--- src/rtl/imm_pkg.sv ---
// Shared opcode constants and immediate-format encoding for the immediate generator.
package imm_pkg;

    localparam logic [6:0] OP_LW     = 7'b0000011;
    localparam logic [6:0] OP_I      = 7'b0010011;
    localparam logic [6:0] OP_JALR   = 7'b1100111;
    localparam logic [6:0] OP_SW     = 7'b0100011;
    localparam logic [6:0] OP_B      = 7'b1100011;
    localparam logic [6:0] OP_LUI    = 7'b0110111;
    localparam logic [6:0] OP_AUIPC  = 7'b0010111;
    localparam logic [6:0] OP_J      = 7'b1101111;
    localparam logic [6:0] OP_R      = 7'b0110011;
    localparam logic [6:0] OP_IMM_32 = 7'b0011011;
    localparam logic [6:0] OP_32     = 7'b0111011;

    typedef enum logic [2:0] {
        FmtR    = 3'd0,
        FmtI    = 3'd1,
        FmtS    = 3'd2,
        FmtB    = 3'd3,
        FmtU    = 3'd4,
        FmtJ    = 3'd5,
        FmtNone = 3'd7
    } fmt_e;

endpackage

--- src/rtl/imm_decode.sv ---
// Combinational instruction -> {immediate, format, illegal} decoder.
module imm_decode
    import imm_pkg::*;
#(
    parameter int unsigned XLEN = 32
) (
    input  logic [31:0]     i_instr,
    output logic [XLEN-1:0] o_imm,
    output logic [2:0]      o_fmt,
    output logic            o_illegal
);

    logic [31:0] w_imm32;
    fmt_e        w_fmt;
    logic        w_illegal;

    // Every format fits in 32 bits with instr[31] as sign; widen to XLEN afterwards.
    always_comb begin
        w_imm32   = '0;
        w_fmt     = FmtNone;
        w_illegal = 1'b1;
        case (i_instr[6:0])
            OP_LW, OP_I, OP_JALR: begin
                w_imm32   = {{20{i_instr[31]}}, i_instr[31:20]};
                w_fmt     = FmtI;
                w_illegal = 1'b0;
            end
            OP_SW: begin
                w_imm32   = {{20{i_instr[31]}}, i_instr[31:25], i_instr[11:7]};
                w_fmt     = FmtS;
                w_illegal = 1'b0;
            end
            OP_B: begin
                w_imm32   = {{19{i_instr[31]}}, i_instr[31], i_instr[7], i_instr[30:25],
                             i_instr[11:8], 1'b0};
                w_fmt     = FmtB;
                w_illegal = 1'b0;
            end
            OP_LUI, OP_AUIPC: begin
                w_imm32   = {i_instr[31:12], 12'b0};
                w_fmt     = FmtU;
                w_illegal = 1'b0;
            end
            OP_J: begin
                w_imm32   = {{11{i_instr[31]}}, i_instr[31], i_instr[19:12], i_instr[20],
                             i_instr[30:21], 1'b0};
                w_fmt     = FmtJ;
                w_illegal = 1'b0;
            end
            OP_R: begin
                w_fmt     = FmtR;
                w_illegal = 1'b0;
            end
            OP_IMM_32: begin
                if (XLEN == 64) begin
                    w_imm32   = {{20{i_instr[31]}}, i_instr[31:20]};
                    w_fmt     = FmtI;
                    w_illegal = 1'b0;
                end
            end
            OP_32: begin
                if (XLEN == 64) begin
                    w_fmt     = FmtR;
                    w_illegal = 1'b0;
                end
            end
            default: ;
        endcase
    end

    assign o_imm     = XLEN'($signed(w_imm32));
    assign o_fmt     = w_fmt;
    assign o_illegal = w_illegal;

endmodule

--- src/rtl/imm_gen_pipe.sv ---
// Registered immediate generator with a valid/ready handshake and one-entry skid buffer.
module imm_gen_pipe
    import imm_pkg::*;
#(
    parameter int unsigned XLEN  = 32,
    parameter int unsigned TAG_W = 8
) (
    input  logic             i_clk,
    input  logic             i_rst_n,
    input  logic             i_flush,
    input  logic             i_in_valid,
    output logic             o_in_ready,
    input  logic [31:0]      i_in_instr,
    input  logic [TAG_W-1:0] i_in_tag,
    output logic             o_out_valid,
    input  logic             i_out_ready,
    output logic [XLEN-1:0]  o_out_imm,
    output logic [2:0]       o_out_fmt,
    output logic             o_out_illegal,
    output logic [TAG_W-1:0] o_out_tag
);

    logic [XLEN-1:0]  w_dec_imm;
    logic [2:0]       w_dec_fmt;
    logic             w_dec_illegal;
    logic             w_accept;
    logic             w_main_free;

    logic             r_main_valid;
    logic [XLEN-1:0]  r_main_imm;
    logic [2:0]       r_main_fmt;
    logic             r_main_illegal;
    logic [TAG_W-1:0] r_main_tag;

    logic             r_skid_valid;
    logic [XLEN-1:0]  r_skid_imm;
    logic [2:0]       r_skid_fmt;
    logic             r_skid_illegal;
    logic [TAG_W-1:0] r_skid_tag;

    imm_decode #(
        .XLEN (XLEN)
    ) u_decode (
        .i_instr   (i_in_instr),
        .o_imm     (w_dec_imm),
        .o_fmt     (w_dec_fmt),
        .o_illegal (w_dec_illegal)
    );

    assign w_accept    = i_in_valid && o_in_ready;
    assign w_main_free = !r_main_valid || i_out_ready;

    // Skid only fills while main is full, so a free main with a full skid means a drain.
    always_ff @(posedge i_clk) begin
        if (!i_rst_n) begin
            r_main_valid   <= 1'b0;
            r_main_imm     <= '0;
            r_main_fmt     <= '0;
            r_main_illegal <= 1'b0;
            r_main_tag     <= '0;
            r_skid_valid   <= 1'b0;
            r_skid_imm     <= '0;
            r_skid_fmt     <= '0;
            r_skid_illegal <= 1'b0;
            r_skid_tag     <= '0;
        end else if (i_flush) begin
            r_main_valid <= 1'b0;
            r_skid_valid <= 1'b0;
        end else if (w_main_free) begin
            if (r_skid_valid) begin
                r_main_valid   <= 1'b1;
                r_main_imm     <= r_skid_imm;
                r_main_fmt     <= r_skid_fmt;
                r_main_illegal <= r_skid_illegal;
                r_main_tag     <= r_skid_tag;
                r_skid_valid   <= 1'b0;
            end else if (w_accept) begin
                r_main_valid   <= 1'b1;
                r_main_imm     <= w_dec_imm;
                r_main_fmt     <= w_dec_fmt;
                r_main_illegal <= w_dec_illegal;
                r_main_tag     <= i_in_tag;
            end else begin
                r_main_valid <= 1'b0;
            end
        end else if (w_accept) begin
            r_skid_valid   <= 1'b1;
            r_skid_imm     <= w_dec_imm;
            r_skid_fmt     <= w_dec_fmt;
            r_skid_illegal <= w_dec_illegal;
            r_skid_tag     <= i_in_tag;
        end
    end

    assign o_in_ready    = !r_skid_valid;
    assign o_out_valid   = r_main_valid;
    assign o_out_imm     = r_main_imm;
    assign o_out_fmt     = r_main_fmt;
    assign o_out_illegal = r_main_illegal;
    assign o_out_tag     = r_main_tag;

endmodule

--- config.mk ---
export PLATFORM = sky130hd
export DESIGN_NAME = imm_gen_pipe
export DESIGN_NICKNAME = d
export VERILOG_FILES = /design/src/rtl/imm_pkg.sv /design/src/rtl/imm_decode.sv /design/src/rtl/imm_gen_pipe.sv
export SDC_FILE = /design/constraint.sdc
export NUM_CORES = 1
export LEC_CHECK = 0
export ABC_AREA = 1
export CAP_MARGIN = 20
export CORE_AREA = 8 8 95 119
export DETAILED_ROUTE_END_ITERATION = 7
export DIE_AREA = 0 0 103 127
export GPL_ROUTABILITY_DRIVEN = 0
export PLACE_DENSITY_LB_ADDON = 0.25
export REMOVE_ABC_BUFFERS = 1
export SYNTH_ARGS = -nofsm -noshare
export SYNTH_HDL_FRONTEND = slang
export SYNTH_SLANG_ARGS = --single-unit
--- constraint.sdc ---
create_clock -name i_clk -period 2.2 [get_ports i_clk]
set_clock_uncertainty 0.2 [all_clocks]
set_input_delay 0.44 -clock i_clk [delete_from_list [all_inputs] [get_ports i_clk]]
set_output_delay 0.44 -clock i_clk [all_outputs]
set_load 0.005 [all_outputs]
# Yosys cells after proc, flatten, opt, wreduce, memory -nomap -nowiden
# Index checks and enable logic that the tools add are counted.
dict set report classes {
  n_eq_ne 9
  n_mux 13
  bitwise 3
  n_reduce_logical 12
}
# operator n
set op_table {}
lappend op_table {{case mux 32 bit (5 select lines)} 1}
lappend op_table {{2-to-1 mux 32 bit} 2}
lappend op_table {{== test 7 x 6 -> 1 bit (second input constant)} 3}
lappend op_table {{== test 7 bit (second input constant)} 3}
lappend op_table {{case mux 3 bit (6 select lines)} 1}
lappend op_table {{2-to-1 mux 8 bit} 2}
lappend op_table {{== test 7 x 5 -> 1 bit (second input constant)} 2}
lappend op_table {{OR reduction 9 bit} 1}
lappend op_table {{== test 7 x 2 -> 1 bit (second input constant)} 1}
lappend op_table {{2-to-1 mux 3 bit} 2}
lappend op_table {{AND reduction 3 bit} 2}
lappend op_table {{OR reduction 3 bit} 2}
lappend op_table {{2-to-1 mux 1 bit} 5}
lappend op_table {{OR reduction 2 bit} 2}
lappend op_table {{inverter 1 bit} 3}
lappend op_table {{zero test 1 bit} 2}
lappend op_table {{nonzero test 2 bit} 1}
lappend op_table {{logical AND 1 bit} 1}
lappend op_table {{logical OR 1 bit} 1}
dict set report totals {
  regBits 90
  in_bits 45
  output_inout_bits 46
  wordCells 47
}

# Depth between registers and ports, before layout
# Gate-level depths: netlist of run 1.
dict set report depth {
  depth_word 5
  ltp_mapped 11
  ltp_nobuf 11
}

# Hierarchy
# Synthesis of run 1 repeated with hierarchy kept, for this count alone.
dict set report hier_totals {
  cells_unflattened 822
  hier_area_um2 4968.5
}
# mod instances cells_per_inst area_each_um2 seq_area_each_um2
set modules_own_cells {}
lappend modules_own_cells {imm_gen_pipe 1 674 4252.8 1801.7}
lappend modules_own_cells {imm_decode 1 148 715.7 0.0}

# Least setup slack after synthesis of run 1
# OpenSTA, ideal clock, no wires.
dict set report synth_path {
  path_kind {input port to flip-flop}
  startpoint {input port i_out_ready}
  endpoint {register r_skid_imm[31]}
  setup_time_ps 109
  arrival_time_ps 1343
  t_required_ps 1891
  path_slack_ps 548
  stages 9
  n_path_buf 2
  path_cell_list {or2_4 -> nor2_4 -> nand3_2 -> clkinv_2 -> buf_6 -> buf_4 -> nand2_1 -> nand2_1 -> inv_1}
}
dict set report synth_via {
  elab_chain_len 3
}
# item line
set synth_rtl {}
lappend synth_rtl {{from (decl)} imm_gen_pipe.sv:16} ;# input logic i_out_ready,
lappend synth_rtl {{logical OR 1 bit} imm_gen_pipe.sv:51} ;# assign w_main_free = !r_main_valid || i_out_ready;
lappend synth_rtl {{inverter 1 bit (no line)} --}
lappend synth_rtl {{AND reduction 3 bit (no line)} --}
lappend synth_rtl {{to (signal assigned)} imm_gen_pipe.sv:88} ;# r_skid_imm <= w_dec_imm;
lappend synth_rtl {{to (decl)} imm_gen_pipe.sv:36} ;# logic [XLEN-1:0] r_skid_imm;
# Every way passes these cells.
# A chain may end at the register's enable or synchronous reset.

# Final worst setup path of run 1
dict set report layout_path {
  startpoint {input port i_in_instr[5]}
  endpoint {register r_skid_imm[6]}
}
dict set report layout_via {
  elab_chain_len 3
  elab_cells_between_ends 11
  classes_between {eq/ne (8); mux (1); reduce/logical (2)}
}
# item line
set layout_rtl {}
lappend layout_rtl {{from (decl)} imm_gen_pipe.sv:13} ;# input logic [31:0] i_in_instr,
lappend layout_rtl {{== test 7 x 2 -> 1 bit (tied with other cells)} imm_decode.sv:22} ;# case (i_instr[6:0])
lappend layout_rtl {{OR reduction 3 bit / OR reduction 2 bit (equally long branches)} imm_decode.sv:22}
lappend layout_rtl {{case mux 32 bit (5 select lines) *} imm_decode.sv:22}
# Mark *: on every way between the ends. The rest lies on a longest branch, timed or not.

==> impl_metrics.ini, run 1 <==
[status]
status = finished clean

[die]
fp.coreArea_mm2 = 0.00941
die_x_um = 103
boundaryPins = 91
rows = 40
initial_core_util_pct = 44.2
die_area_mm2 = 0.0131
dieHeight_um = 127

[detailed_routing]
drtIter0Drc = 182
drt-pass1-iter-count = 5
vias = 4258
drc = 0
wl_um = 12300
via_per_inst = 5.24
ant_nets = 0
drt-wirelength-per-cell_um = 15.2

[clock_tree]
cts_tree = done
clkSinkCount = 90
cts-buffers-inserted = 9
cts_resized = 0
root_buffer = clkbuf_16
cts.path.max_buffers = 2
htree_levels = 3
clock_latency_ns = 0.34
path_clk_slew_ns = 0.06
cts_hold_buf = 0
cts_setup_buffers = 0

[global_routing]
grt_pass1_wl_um = 20300
grt_antenna_before_repair = 0
grt_pass1_vias = 4203
overflow = 0
grt_max_degree = 53
grt_use_total_pct = 19.3

[critical_path]
cp_common_cell = nor2_1
endpoint_kind = flop
regToRegStartpoint = o_out_valid$_SDFFE_PP0P_
setup.worst_path.class = in -> reg
crit_cells = 8
crit_fanout = 6
r2r_cells = 7
crit_start = i_in_instr[5]
crit_path_cell_trace = clkdlybuf4s50_1 > nor2_1 > nand3_1 > nand3_4 > nor2_1 > nor2_1 > nor2_1 > nor2_1
cp_top_family = simple AND/OR/NAND/NOR gates
crit_required_ns = 2.24
arrival_ns = 1.99
critPathLaunchType = input port
crit_path_top_delay_cell = clkdlybuf4s50_1
cpPeakStageDelay_ns = 0.55
cp.buffers_inverters = 1

[sta]
finalSetupViolCount = 0
slew_headroom_pct = 62.3
fin_ws_ns = 0.247
tightest_slew_ns = 0.566
timing.hold.ws_ns = 0.271
grt_setup_unrepaired = no
min_period_ns = 1.95
hold_viol = 0
min_period_over_period_pct = 88.8
maxSlewViolCount = 0
max_clock_freq_ghz = 0.512

[min_path]
hold_path_class = reg -> reg
hold_start = r_skid_tag[7]$_SDFFE_PN0P_
hold_path_depth = 2

[place]
dpl_cell_area_mm2 = 0.00529
dp_hpwl_um = 8170
dp_slack_ns = -0.0984
port_buffers = 90

[yosys]
avgSynthCellArea_um2 = 7.02
synth_cells = 593
seq_area_frac_synth_pct = 43.3
yosysUniqueCellTypes = 28
syn_area_mm2 = 0.00416
yosysWarningCount = 0
ys_ff_latch = 90

[cells_and_area]
layout.nets = 727
final_cell_area_mm2 = 0.00560
drive_above_1_share_pct = 11.2
num_antenna_cells = 0
fin_util_pct = 59.5
areaGrowthSynthToFinish_pct = 34.5

[flow_run]
drv_cap = 0

[pwr]
power_density_mw_per_mm2 = 671
p_leak_nw = 2.58
ir_drop_uv = 358
sequential cells by signal, indices dropped and copies added (netlist names):
register        flops
o_out_tag           8
r_skid_imm         32
r_skid_fmt          3
o_out_illegal       1
r_skid_tag          8
r_skid_valid        1
o_out_imm          32
o_out_fmt           3
o_out_valid         1
r_skid_illegal      1
through the flow:
| step | TNS [ns] | power (mW) | instances |
|---|---|---|---|
| finish | 0 | 3.76 | 813 |
| global route | 0 | 3.88 | 813 |
| CTS | 0 | 3.78 | 813 |
| detailed placement | -1.97 | 2.22 | 797 |
| global placement | -0.255 | 2.21 | 797 |
| floorplan | -26.43 | 1.92 | 554 |
placed cells by master (no fill, tap or decap), types with 4 or more instances in the layout:
cell / count
inv_2: 4
o21ai_1: 15
nand2_1: 101
clkbuf_16: 9
nand3_1: 16
a21oi_1: 77
buf_12: 7
nand2_2: 6
clkdlybuf4s50_1: 89
a31oi_1: 8
o21ai_0: 71
inv_1: 44
buf_4: 20
nor2_1: 96
nand3_2: 12
dfxtp_1: 89
cells in the mapped netlist:
cell type	instances	area, um^2
nor3_1	1	5.00
nor2_1	96	360
or2_4	1	8.76
nand2_1	101	379
clkinv_2	2	10.0
clkbuf_2	2	10.0
clkbuf_1	14	52.6
o21ai_0	71	355
buf_4	6	45.0
nand2_2	6	37.5
dfxtp_1	90	1800
a31oi_1	8	50.1
inv_1	44	165
buf_1	4	15.0
buf_8	1	15.0
buf_2	9	45.0
nor2_2	3	18.8
a21oi_1	77	385
nand3_4	1	17.5
nand3_2	12	120
buf_6	3	33.8
nand3b_1	1	7.51
nand2_4	1	11.3
inv_2	4	15.0
nand4_1	1	6.26
nand3_1	16	80.1
o21ai_1	15	75.1
nor2_4	3	33.8
kinds of logic after synthesis:
logic type,count (synthesis),synth area share [%]
and+or+nand+nor,243,26.1
AOI/OAI and AO/OA,171,20.8
DFF,90,43.3
buffers and inverters,89,9.77
power by group:
group          leakage (nW)  switching, mW  internal, mW
logic                  1.71          0.208         0.241
registers             0.734         0.0339          1.70
clock network         0.145          0.639         0.941
total                  2.58          0.880          2.88
worst min-delay path: cells and delay by family (launching register included):
kind	cells	cell delay (ns)
flops	1	0.31
compound gates	1	0.07
simple gates	1	0.05
worst paths after layout:
path | to | slack (ns)
worst max register to register | r_skid_imm[18]$_SDFFE_PN0P_ | 0.52
worst min register to register | o_out_tag[7]$_SDFFE_PN0P_ | 0.27
worst max-delay path | r_skid_imm[6]$_SDFFE_PN0P_ | 0.25
worst min-delay path | o_out_tag[7]$_SDFFE_PN0P_ | 0.27
area by class of cell:
type / instances / area [um^2]
fill: 928 / 3810
tap: 126 / 158
multi-input combinational: 414 / 1950
clock buffer: 12 / 256
clock inverter: 4 / 50.0
sequential: 90 / 1800
timing repair buffer: 117 / 1190
inverter: 50 / 190
metal layers:
layer  wire, um  vias up  GRT usage (%)
met5          0        -              0
met4        223        0           8.37
met3        665       14           3.37
met2       6270      130           33.7
met1       5160     2020           22.1
li1           -     2094              -
Note: power is estimated with default switching activity, not from simulation.
==> run 2: changes to the inputs <==
- CTS_CLUSTER_DIAMETER: unset -> 150
==> results of run 2 <==
No change in the layout: final DEF, timing and power equal those of run 1.
